File: src/rtl/comparador_serie_pkg.sv
// Shared types and helpers for the serial magnitude comparator.
package comparador_serie_pkg;

  // FSM state encoding
  typedef enum logic [1:0] {
    ST_IDLE    = 2'd0,
    ST_COMPARE = 2'd1,
    ST_DONE    = 2'd2
  } state_t;

  // Result flags, one-hot once a comparison has finished
  typedef struct packed {
    logic lt;
    logic eq;
    logic gt;
  } cmp_res_t;

  localparam cmp_res_t RES_NONE = '{lt: 1'b0, eq: 1'b0, gt: 1'b0};
  localparam cmp_res_t RES_LT   = '{lt: 1'b1, eq: 1'b0, gt: 1'b0};
  localparam cmp_res_t RES_EQ   = '{lt: 1'b0, eq: 1'b1, gt: 1'b0};
  localparam cmp_res_t RES_GT   = '{lt: 1'b0, eq: 1'b0, gt: 1'b1};

  // Ceiling log2 with a floor of 1 so a single-chunk counter still has a bit
  function automatic int unsigned clog2_min1(input int unsigned n);
    int unsigned w;
    w = 0;
    while ((32'd1 << w) < n) begin
      w = w + 1;
    end
    if (w == 0) begin
      w = 1;
    end
    return w;
  endfunction

endpackage

File: src/rtl/comparador_serie_cmp_chunk.sv
// Combinational unsigned compare of one CHUNK-bit slice.
module cmp_chunk #(
  parameter int unsigned CHUNK = 2
) (
  input  logic [CHUNK-1:0] x,
  input  logic [CHUNK-1:0] y,
  output logic             lt,
  output logic             eq,
  output logic             gt
);

  // Slice relation, exactly one output high
  always_comb begin
    lt = (x < y);
    eq = (x == y);
    gt = (x > y);
  end

endmodule

File: src/rtl/comparador_serie.sv
// Sequential MSB-first magnitude comparator, CHUNK bits per clock.
module comparador_serie
  import comparador_serie_pkg::*;
#(
  parameter int unsigned WIDTH = 8,
  parameter int unsigned CHUNK = 2
) (
  input  logic             clk,
  input  logic             rst,
  input  logic             start,
  input  logic             signed_mode,
  input  logic [WIDTH-1:0] a,
  input  logic [WIDTH-1:0] b,
  output logic             busy,
  output logic             done,
  output logic             lt,
  output logic             eq,
  output logic             gt
);

  localparam int unsigned NCHUNK = WIDTH / CHUNK;
  localparam int unsigned CNT_W  = clog2_min1(NCHUNK);
  localparam logic [CNT_W-1:0] CNT_LAST = CNT_W'(NCHUNK - 1);

  state_t           state, state_n;
  logic [WIDTH-1:0] sa, sa_n;
  logic [WIDTH-1:0] sb, sb_n;
  logic [CNT_W-1:0] cnt, cnt_n;
  cmp_res_t         res, res_n;
  logic             busy_n, done_n;

  logic chunk_lt, chunk_eq, chunk_gt;

  // Slice comparator on the current most-significant chunk
  cmp_chunk #(.CHUNK(CHUNK)) u_cmp_chunk (
    .x  (sa[WIDTH-1 -: CHUNK]),
    .y  (sb[WIDTH-1 -: CHUNK]),
    .lt (chunk_lt),
    .eq (chunk_eq),
    .gt (chunk_gt)
  );

  // Next-state, datapath and output decode
  always_comb begin
    state_n = state;
    sa_n    = sa;
    sb_n    = sb;
    cnt_n   = cnt;
    res_n   = res;

    unique case (state)
      ST_IDLE, ST_DONE: begin
        if (start) begin
          // Flipping the sign bit maps two's complement order onto unsigned order
          sa_n = a;
          sb_n = b;
          if (signed_mode) begin
            sa_n[WIDTH-1] = ~a[WIDTH-1];
            sb_n[WIDTH-1] = ~b[WIDTH-1];
          end
          cnt_n   = '0;
          res_n   = RES_NONE;
          state_n = ST_COMPARE;
        end else begin
          state_n = ST_IDLE;
        end
      end
      ST_COMPARE: begin
        if (chunk_lt) begin
          res_n   = RES_LT;
          state_n = ST_DONE;
        end else if (chunk_gt) begin
          res_n   = RES_GT;
          state_n = ST_DONE;
        end else if (chunk_eq && (cnt == CNT_LAST)) begin
          res_n   = RES_EQ;
          state_n = ST_DONE;
        end else begin
          sa_n  = sa << CHUNK;
          sb_n  = sb << CHUNK;
          cnt_n = cnt + CNT_W'(1);
        end
      end
      default: begin
        state_n = ST_IDLE;
      end
    endcase

    busy_n = (state_n == ST_COMPARE);
    done_n = (state_n == ST_DONE);
  end

  // State, datapath and registered outputs
  always_ff @(posedge clk) begin
    if (rst) begin
      state <= ST_IDLE;
      sa    <= '0;
      sb    <= '0;
      cnt   <= '0;
      res   <= RES_NONE;
      busy  <= 1'b0;
      done  <= 1'b0;
    end else begin
      state <= state_n;
      sa    <= sa_n;
      sb    <= sb_n;
      cnt   <= cnt_n;
      res   <= res_n;
      busy  <= busy_n;
      done  <= done_n;
    end
  end

  assign lt = res.lt;
  assign eq = res.eq;
  assign gt = res.gt;

endmodule

File: config.mk
export PLATFORM = sky130hd
export DESIGN_NAME = comparador_serie
export DESIGN_NICKNAME = d
export VERILOG_FILES = /design/src/rtl/comparador_serie_pkg.sv /design/src/rtl/comparador_serie_cmp_chunk.sv /design/src/rtl/comparador_serie.sv
export SDC_FILE = /design/constraint.sdc
export NUM_CORES = 1
export LEC_CHECK = 0
export ABC_AREA = 1
export CORE_ASPECT_RATIO = 0.9
export CORE_MARGIN = 5
export CORE_UTILIZATION = 30
export CTS_CLUSTER_DIAMETER = 50
export DETAILED_ROUTE_END_ITERATION = 10
export DONT_BUFFER_PORTS = 1
export GPL_ROUTABILITY_DRIVEN = 0
export PLACE_DENSITY = 0.45
export RECOVER_POWER = 25
export SETUP_SLACK_MARGIN = 0.2
export SYNTH_ARGS = -nofsm -noshare
export SYNTH_HDL_FRONTEND = slang
export SYNTH_HIERARCHICAL = 1
export SYNTH_SLANG_ARGS = --single-unit
File: constraint.sdc
create_clock -name clk -period 1.85 [get_ports clk]
set_input_delay 0.37 -clock clk [delete_from_list [all_inputs] [get_ports clk]]
set_output_delay 0.37 -clock clk [all_outputs]
set_load 0.01 [all_outputs]
Word level (Yosys, flattened, before mapping):

Index checks and enable logic that the tools add are counted.

* input port bits: 20
* output and inout bits: 5
* logic and storage cells: 58
* register bits: 25

* $add $sub $neg: 1
* multiplexer cells: 27
* equal/unequal tests: 11
* $lt $le $gt $ge: 2
* bitwise gates (word level): 2
* reductions and logical operators: 6

Operator list (count)
* 8-bit 2-to-1 mux: 8
* 8-bit case mux with 2 select lines: 2
* 2-bit 2-to-1 mux: 7
* 3-bit 2-to-1 mux: 4
* 2-bit != test (second input constant): 4
* 2-bit case mux with 2 select lines: 2
* 2-bit equality test (second input constant): 3
* 3-bit case mux with 2 select lines: 1
* 5-bit AND reduction: 1
* 2-bit by 1-bit equality test with 1-bit output (second input constant): 2
* 4-bit != test (second input constant): 1
* 1-bit 2-to-1 mux: 3
* 3-bit AND reduction: 1
* 2-bit by 1-bit adder with 2-bit output (second input constant): 1
* 2-bit equality test: 1
* 2-bit > comparator: 1
* 2-bit logical NOT: 1
* 2-bit less-than comparator: 1
* 1-bit NOT: 2
* 2-bit nonzero test: 1
* 2-bit OR reduction: 1
* 1-bit logical AND: 1

Logic depth before layout (Yosys ltp):

Gate-level depths: netlist of the first run.

* depth in word-level cells: 7
* mapped depth: 11
* gate-level depth less buffers: 10

Modules after synthesis:

The synthesis of the first run kept the hierarchy.

By module, submodules not included
* comparador_serie: instances 1, cells each 163, seq. area each 500.5 um^2, area an instance 1166.1 um^2
* cmp_chunk: instances 1, cells each 11, seq. area each 0.0 um^2, area an instance 65.1 um^2

Least setup slack after synthesis of the first run:

OpenSTA, ideal clock, no wires.

* kind: register to register
* from: register sb[7]
* to: register cnt[0]
* required time: 1.737 ns
* path buffers: 1
* period minus slack after synthesis: 1.474 ns
* stages on the path, launching flop included: 11
* setup slack: 0.376 ns
* arrival: 1.361 ns
* path through: dfxtp_1 inv_1 ha_1 nand2_1 inv_1 a21oi_2 nor2_1 nand3_2 buf_2 nand4_1 nand2_1

* word-level cells in the longest chain between the ends: 4

Ends and longest elaborated chain
* from (decl): RTL line comparador_serie.sv:27 `logic [WIDTH-1:0] sb, sb_n;`
* from (signal assigned): RTL line comparador_serie.sv:106 `sb <= sb_n;`
* 2-bit equality test: RTL line comparador_serie_cmp_chunk.sv:15 `eq = (x == y);`
* named net chunk_eq: RTL line comparador_serie.sv:32 `logic chunk_lt, chunk_eq, chunk_gt;`
* 1-bit logical AND: RTL line comparador_serie.sv:75 `end else if (chunk_eq && (cnt == CNT_LAST)) begin`
* 2-bit != test (no line)
* 5-bit AND reduction (no line)
* to (signal assigned): RTL line comparador_serie.sv:107 `cnt <= cnt_n;`
* to (decl): RTL line comparador_serie.sv:28 `logic [CNT_W-1:0] cnt, cnt_n;`

The timed path passes the listed nets, and every way through them passes these cells.
A chain may end at the register's enable or synchronous reset.

Worst setup path in the final report of the first run:

* from: register sb[7]
* to: register sa[3]

* word-level cells in the longest chain between the ends: 4

Ends and longest elaborated chain
* 2-bit equality test: RTL line comparador_serie_cmp_chunk.sv:15
* named net chunk_eq: RTL line comparador_serie.sv:32
* 1-bit logical AND: RTL line comparador_serie.sv:75
* 2-bit != test (no line)
* 5-bit AND reduction (no line)
* to (signal assigned): RTL line comparador_serie.sv:105 `sa <= sa_n;`
* to (decl): RTL line comparador_serie.sv:26 `logic [WIDTH-1:0] sa, sa_n;`

The timed path passes the listed nets, and every way through them passes these cells.

==> results of run 1 <==
[state kept, by name, indices dropped and copies added, names as in the netlist, 2 cells and up]
name and count:
cnt 2, sa 8, sb 8, state 2
[routing by layer]
metal	vias to the layer above	GRT usage, %	wire [um]
met2	22	19.5	1450
met3	5	3.56	115
met1	506	12.1	1320
met5	-	0	0
li1	575	-	-
met4	0	4.01	35
[critical path: stages, from the launching register on]
cell and delay, ns:
dfxtp_2 0.34, inv_2 0.04, ha_4 0.27, nand2_2 0.06, inv_2 0.07, a21oi_4 0.04, nor2_4 0.14, nand3_4 0.19
clkbuf_16 0.22, nand4_1 0.07, nand2_1 0.07
[timing repair]
| item | 4_1_cts | 5_1_grt |
|---|---|---|
| pin swaps | 2 | 11 |
| gates cloned | 1 | 1 |
| setup endpoints to repair | 18 | 23 |
| hold buffers | 0 | 0 |
| gates resized for setup | 9 | 11 |
| setup buffers | 1 | 0 |
[cells in the mapped netlist (all sizes together)]
master  count
ha          3
inv        11
nor2        6
clkinv      1
nand3b      1
nand2      67
dfxtp      25
nand3      24
nand4      18
buf        11
a21oi       7
[stage by stage]
step	hold slack, ns	power, W	instance area (um^2)	worst slack [ns]	std cells
6_report	0.154	0.00146	1430	0.231	221
5_1_grt	0.143	0.00156	1430	0.145	221
4_1_cts	0.146	0.00141	1370	0.246	220
3_5_place_dp	0.443	0.000982	1240	0.178	214
3_3_place_gp	0.442	0.000977	1240	0.218	214
2_1_floorplan	0.447	0.000928	1230	0.376	174
[layout make-up]
| class | instances | area share, % |
|---|---|---|
| timing repair buffer | 6 | 6.64 |
| inverter | 12 | 3.14 |
| sequential | 25 | 35.1 |
| multi-input combinational | 126 | 47.8 |
| tap | 48 | 4.19 |
| clock buffer | 4 | 3.14 |
[path summary, 6_finish.rpt]
| kind | endpoint | slack (ns) |
|---|---|---|
| worst max register to register | sa[3] | 0.23 |
| worst min-delay path | eq | 0.15 |
| worst min register to register | sb[1] | 0.47 |
| worst max-delay path | sa[3] | 0.23 |
[kinds of logic (layout without fill, tap and decap cells)]
logic type	after synthesis	in the layout
adders and majority gates	3	3
and+or+nand+nor	116	116
DFF	25	25
AOI/OAI and AO/OA	7	7
buffers and inverters	23	22
[layout by cell type (no fill, tap or decap), drive strengths merged]
| cell type | count |
|---|---|
| nand3 | 24 |
| nor2 | 6 |
| a21oi | 7 |
| buf | 5 |
| dfxtp | 25 |
| clkinv | 1 |
| nand4 | 18 |
| nand3b | 1 |
| inv | 11 |
| ha | 3 |
| clkbuf | 5 |
| nand2 | 67 |
[power breakdown]
group | internal [W] | total [W] | switching (W)
combinational | 0.000204 | 0.000489 | 0.000285
clock | 0.000154 | 0.000327 | 0.000173
sequential | 0.000601 | 0.000647 | 0.0000452
total | 0.000960 | 0.00146 | 0.000503
==> impl_metrics.json, run 1 <==
{
  "yosysTopAreaCellShare_pct": 40.7,
  "cts_root_buffer": "clkbuf_8",
  "worstSetupEndpointType": "flop",
  "die_height_um": 70.8,
  "fmax_ghz": 0.617,
  "die_w_um": 77.5,
  "synth_seq_cells": 25,
  "grt_start_max_net_pins": 37,
  "worstMarginPinSlew_ns": 0.925,
  "cap_violations": 0,
  "register_area_um2": 503,
  "synth-compound-area-share_pct": 3.15,
  "grt_use_total_pct": 10.9,
  "vias": 1108,
  "synth_warnings": 6,
  "yosys-top-cells-area": "dfxtp_1 (41%), nand2_1 (20%), nand3_1 (9.3%)",
  "finalMaxSlewViolations": 0,
  "initial_utilization_pct": 30.6,
  "fin_tns_setup_ns": 0,
  "clk_pin_slew_ns": 0.09,
  "clock_skew_ns": 0.00355,
  "final_core_util_pct": 35.6,
  "drc": 0,
  "drt_first_iter_violations": 52,
  "fin_crit_sh_pct": 87.5,
  "grt_pass1_vias": 1128,
  "drt_wl_total_um": 2920,
  "synth_fp_nets": 197,
  "synthAdderAreaFrac_pct": 3.05,
  "min_from": "rst",
  "clock_sinks": 25,
  "grt_pass1_wl_um": 4860,
  "io_pins": 25,
  "yosys.area_share.simple_pct": 43.9,
  "status": "complete, no violations",
  "row_count": 22,
  "yosysTopAreaCell": "dfxtp_1",
  "wl_per_cell_um": 13.2,
  "synthToLayoutAreaGrowth_pct": 16.4,
  "antenna_found_initial": 0,
  "relSlewSlack_pct": 38.0,
  "crit_arrival_ns": 1.78,
  "gr-total-overflow": 0,
  "ir_worst_vdd_mv": 0.393,
  "ys_types": 18,
  "startpoint": "sb[7]",
  "dieArea_mm2": 0.00549,
  "postSynthCellCount": 174,
  "critical_path_class": "reg2reg",
  "rsz0062_at_grt": "yes",
  "worstPathMaxFanout": 5,
  "synth_mux_area_share_pct": 0,
  "avgSynthCellArea_um2": 7.08,
  "fin_crit_ns": 1.62,
  "antenna_cells": 0,
  "fin_nets": 197,
  "portBuffers": 0,
  "setup_violations": 0,
  "nFillCells": 457,
  "vias_per_cell": 5.01,
  "clock_latency_ns": 0.27,
  "start_kind": "flop",
  "ctsLongestPathBuffers": 2,
  "synth_top_family_by_area": "simple AND/OR/NAND/NOR gates",
  "synth_area_mm2": 0.00123,
  "crit-reg2reg-launch": "sb[7]",
  "cp.required_ns": 2.01,
  "htreeDepth": 1,
  "cts_buffers": 3,
  "p_leak_nw": 0.665,
  "layout-drive-gt1-share_pct": 14.5,
  "cts_tree": "done",
  "hold_viol": 0,
  "power.density_mw_per_mm2": 1020,
  "ys_seq_area_share_pct": 40.7,
  "dr.pass1.iters": 4,
  "core_area_mm2": 0.00402,
  "hold_depth": 1,
  "multi_input_area_um2": 684,
  "synth_xor_area_share_pct": 0,
  "hp-class": "in2reg",
  "reg2reg_depth": 10,
  "postRouteAntennaNets": 0,
  "place_hpwl_um": 1880
}
No activity file was read; power rests on OpenSTA's default activity.
==> inputs of run 2 (changes only) <==
--- a/config.mk
+++ b/config.mk
@@ -6,6 +6,8 @@
 export NUM_CORES = 1
 export LEC_CHECK = 0
 export ABC_AREA = 1
+export CELL_PAD_IN_SITES_DETAIL_PLACEMENT = 1
+export CELL_PAD_IN_SITES_GLOBAL_PLACEMENT = 1
 export CORE_ASPECT_RATIO = 0.9
 export CORE_MARGIN = 5
 export CORE_UTILIZATION = 30
@@ -13,7 +15,7 @@
 export DETAILED_ROUTE_END_ITERATION = 10
 export DONT_BUFFER_PORTS = 1
 export GPL_ROUTABILITY_DRIVEN = 0
-export PLACE_DENSITY = 0.45
+export PLACE_DENSITY = 0.58
 export RECOVER_POWER = 25
 export SETUP_SLACK_MARGIN = 0.2
 export SYNTH_ARGS = -nofsm -noshare
==> impl_metrics.json, run 2 (same netlist as run 1, synthesis figures left out) <==
{
  "cp.required_ns": 2.06,
  "reg2reg_depth": 10,
  "gr-total-overflow": 0,
  "drc": 0,
  "postRouteAntennaNets": 0,
  "die_w_um": 77.5,
  "initial_utilization_pct": 30.6,
  "core_area_mm2": 0.00402,
  "instances_no_fill": 223,
  "crit_arrival_ns": 1.83,
  "critical_path_class": "reg2reg",
  "portBuffers": 0,
  "min_to": "eq",
  "final_common_cell": "nand2_1",
  "fmax_ghz": 0.617,
  "start_kind": "flop",
  "clock_latency_ns": 0.27,
  "clock_skew_ns": 0.00540,
  "setup_violations": 0,
  "io_pins": 25,
  "grt_use_total_pct": 11.8,
  "ff2ff_setup_slack_ns": 0.23,
  "cts_tree": "done",
  "layout_common_cells": "nand2_1 (62), dfxtp_1 (23), nand3_1 (22)",
  "worstPathMaxFanout": 14,
  "grt_pass1_wl_um": 5260,
  "ctsLongestPathBuffers": 2,
  "total_power_w": 0.00146,
  "rsz0062_at_grt": "yes",
  "crit-reg2reg-launch": "sb[7]",
  "cts_buffers": 3,
  "relSlewSlack_pct": 35.9,
  "final_core_util_pct": 35.5,
  "htreeDepth": 1,
  "min_from": "rst",
  "drt_wl_total_um": 3190,
  "ir_worst_vdd_mv": 0.365,
  "cap_violations": 0,
  "fin_crit_ns": 1.62,
  "die_height_um": 70.8,
  "status": "complete, no violations",
  "antenna_found_initial": 0,
  "reg2reg_to": "sb[7]",
  "cts_root_buffer": "clkbuf_8",
  "p_leak_nw": 0.671,
  "place_hpwl_um": 2140,
  "fin_crit_sh_pct": 87.6,
  "dieArea_mm2": 0.00549,
  "synthToLayoutAreaGrowth_pct": 16.0,
  "layout-drive-gt1-share_pct": 17.1,
  "vias": 1118,
  "antenna_cells": 0,
  "worstMarginPinSlew_ns": 0.955,
  "hp-class": "in2reg",
  "fin_nets": 199,
  "row_count": 22,
  "vias_per_cell": 5.01,
  "clock_sinks": 25,
  "fin_tns_setup_ns": 0,
  "top_regs": "sa x8, sb x8",
  "wl_per_cell_um": 14.3,
  "worstSetupEndpointType": "flop",
  "hold_viol": 0,
  "finalMaxSlewViolations": 0,
  "drt_first_iter_violations": 42,
  "grt_start_max_net_pins": 37,
  "power.density_mw_per_mm2": 1020,
  "grt_pass1_vias": 1129,
  "hold_depth": 1,
  "holdWs_ns": 0.148,
  "dr.pass1.iters": 4,
  "clk_pin_slew_ns": 0.09,
  "dp_cells": 214
}
run 2: worst max-delay path by stage:
stage / endpoint / slack, ns / cells after the start / startpoint
4_1_cts: lt / 0.23 / 11 / sb[7]
6_report: sb[7] / 0.23 / 10 / sb[7]
3_3_place_gp: sb[6] / 0.21 / 10 / sb[7]
3_5_place_dp: cnt[0] / 0.11 / 10 / sb[7]
2_1_floorplan: cnt[0] / 0.38 / 10 / sb[7]
5_1_grt: sb[7] / 0.12 / 10 / sa[6]
run 2: layer usage:
| metal | vias up | track usage, % | routed length [um] |
|---|---|---|---|
| met4 | 0 | 4.01 | 46 |
| met2 | 16 | 19.0 | 1560 |
| met3 | 6 | 3.56 | 109 |
| met1 | 516 | 14.9 | 1480 |
| met5 | - | 0 | 0 |
| li1 | 580 | - | - |
run 2: repair_timing:
action                     4_1_cts  5_1_grt
hold buffers                     0        0
pin swaps                        2        2
setup endpoints to repair       19       21
gates resized for setup         10        9
setup buffers                    1        2
cloned                           1        1
run 2: where the power goes:
group / leakage (nW) / switching [W] / total, W / internal (W)
combinational: 0.442 / 0.000282 / 0.000491 / 0.000209
sequential: 0.206 / 0.0000453 / 0.000647 / 0.000601
clock: 0.0228 / 0.000171 / 0.000325 / 0.000154
run 2: through the flow:
stage	instance area (um^2)	setup slack, ns
after floorplan	1230	0.376
after global placement	1240	0.212
after detailed placement	1240	0.114
after CTS	1370	0.225
after global routing	1430	0.117
final	1430	0.229
run 2: final cells by class:
cell class,count,area (um^2)
Fill cell,508,2590
Multi-Input combinational cell,126,664
Sequential cell,25,503
Timing Repair Buffer,8,110
Tap cell,48,60.1
Clock buffer,4,45.0
Inverter,12,45.0
run 2: worst max-delay path, stage by stage (launching register included):
cell,delay (ns)
dfxtp_2,0.35
inv_2,0.04
ha_4,0.27
nand2_2,0.05
inv_2,0.06
a21oi_2,0.04
nor2_2,0.15
nand3_4,0.18
nand2_4,0.21
nand3_1,0.11
nand2_1,0.09
==> inputs of run 3 (changes only) <==
--- a/config.mk
+++ b/config.mk
@@ -15,7 +15,7 @@
 export DETAILED_ROUTE_END_ITERATION = 10
 export DONT_BUFFER_PORTS = 1
 export GPL_ROUTABILITY_DRIVEN = 0
-export PLACE_DENSITY = 0.58
+export PLACE_DENSITY = 0.6
 export RECOVER_POWER = 25
 export SETUP_SLACK_MARGIN = 0.2
 export SYNTH_ARGS = -nofsm -noshare
==> constraint.sdc (replaced) <==
create_clock -name clk -period 1.3 [get_ports clk]
set_input_delay 0.26 -clock clk [delete_from_list [all_inputs] [get_ports clk]]
set_output_delay 0.26 -clock clk [all_outputs]
set_load 0.01 [all_outputs]
==> impl_metrics.json, run 3 (same netlist as run 1, synthesis figures left out) <==
{
  "hold_viol": 0,
  "antenna_cells": 0,
  "wl_per_cell_um": 13.9,
  "layout_common_cells": "nand2_1 (61), nand3_1 (22), dfxtp_1 (22)",
  "multi_input_area_um2": 693,
  "cts_tree": "done",
  "cts_root_buffer": "clkbuf_8",
  "die_w_um": 77.5,
  "clk_pin_slew_ns": 0.09,
  "final_common_cell": "nand2_1",
  "postRouteAntennaNets": 0,
  "holdWs_ns": 0.0369,
  "fin_nets": 200,
  "portBuffers": 0,
  "critical_path_class": "reg2reg",
  "place_hpwl_um": 2240,
  "setup_violations": 25,
  "dr.pass1.iters": 4,
  "grt_start_max_net_pins": 37,
  "clock_sinks": 25,
  "drt_first_iter_violations": 23,
  "htreeDepth": 1,
  "start_kind": "flop",
  "p_leak_nw": 0.673,
  "ff2ff_setup_slack_ns": -0.19,
  "drc": 0,
  "vias_per_cell": 5.08,
  "antenna_found_initial": 0,
  "vias": 1139,
  "fin_crit_ns": 1.49,
  "die_height_um": 70.8,
  "nFillCells": 515,
  "relSlewSlack_pct": 78.6,
  "dp_cells": 220,
  "ctsLongestPathBuffers": 2,
  "grt_pass1_vias": 1240,
  "io_pins": 25,
  "violations": "setup timing",
  "finalMaxSlewViolations": 0,
  "fmax_ghz": 0.671,
  "status": "finished, violations left",
  "grt_use_total_pct": 12.1,
  "fin_crit_sh_pct": 115,
  "initial_utilization_pct": 30.6,
  "synthToLayoutAreaGrowth_pct": 17.0,
  "top_regs": "sa x8, sb x8",
  "row_count": 22,
  "worstMarginPinSlew_ns": 0.320,
  "postLayoutSetupSlackWorst_ns": -0.190,
  "worstSetupEndpointType": "flop",
  "gr-total-overflow": 0,
  "cts_buffers": 3,
  "core_area_mm2": 0.00402,
  "layout-drive-gt1-share_pct": 21.0,
  "dieArea_mm2": 0.00549,
  "instances_no_fill": 224,
  "cap_violations": 0,
  "rsz0062_at_grt": "yes",
  "crit_arrival_ns": 1.66,
  "grt_pass1_wl_um": 5530,
  "cts_setup_buffers": 0,
  "cts_hold_buf": 0,
  "power.density_mw_per_mm2": 1420,
  "ir_worst_vdd_mv": 0.491,
  "register_area_um2": 504,
  "drt_wl_total_um": 3120,
  "clock_latency_ns": 0.27,
  "worstPathMaxFanout": 20,
  "clock_skew_ns": 0.00540,
  "hp-class": "in2reg",
  "final_core_util_pct": 35.8,
  "cp.required_ns": 1.47,
  "place_ws_ns": -0.282
}
-- run 3: final timing paths --
check / start / end / cells after the start
worst max-delay path: sb[7] / sb[3] / 10
worst min-delay path: rst / lt / 1
worst max register to register: sb[7] / sb[3] / 10
worst min register to register: sa[0] / sa[0] / 2
-- run 3: per-layer routing --
metal / vias to the layer above / global-route usage (%) / part of all wire (%)
li1: 578 / - / -
met1: 541 / 13.1 / 45
met2: 18 / 22.8 / 51
met3: 2 / 3.94 / 4.0
met4: 0 / 2.67 / 0.61
met5: - / 0 / 0
-- run 3: layout make-up --
type / count / share of cell area (%)
inverters: 12 / 3.13
multi-input cells: 126 / 48.1
clock inverters: 1 / 0.348
well taps: 48 / 4.17
repair buffers: 9 / 6.34
flip-flops and latches: 25 / 35.0
clock buffers: 3 / 2.87
-- run 3: power by group --
part           leakage, nW  switching, W  internal, W  total [W]
logic                0.441      0.000397     0.000265   0.000662
registers            0.206     0.0000631     0.000857   0.000920
clock network       0.0255      0.000247     0.000214   0.000462
total                0.673      0.000707      0.00134    0.00204
-- run 3: critical path, cell delays in order (launching register included) --
cell and delay (ns):
dfxtp_2 0.34, inv_2 0.04, ha_4 0.28, nand2_2 0.06, inv_2 0.06, a21oi_2 0.04, nor2_2 0.11, nand3_2 0.12
buf_8 0.19, nand4_1 0.08, nand2_1 0.06
-- run 3: what timing repair did --
action / CTS / global route
setup endpoints to repair: 25 / 25
pin swaps: 4 / 0
gates cloned: 0 / 0
gates resized for setup: 13 / 5
-- run 3: per-stage QoR --
step                total power [W]  TNS, ns  area [um^2]
floorplan                   0.00137    -1.54         1260
global placement            0.00150    -4.65         1330
detailed placement          0.00153    -6.03         1330
CTS                         0.00207    -4.64         1420
global route                0.00218    -6.32         1440
finish                      0.00204    -4.17         1440
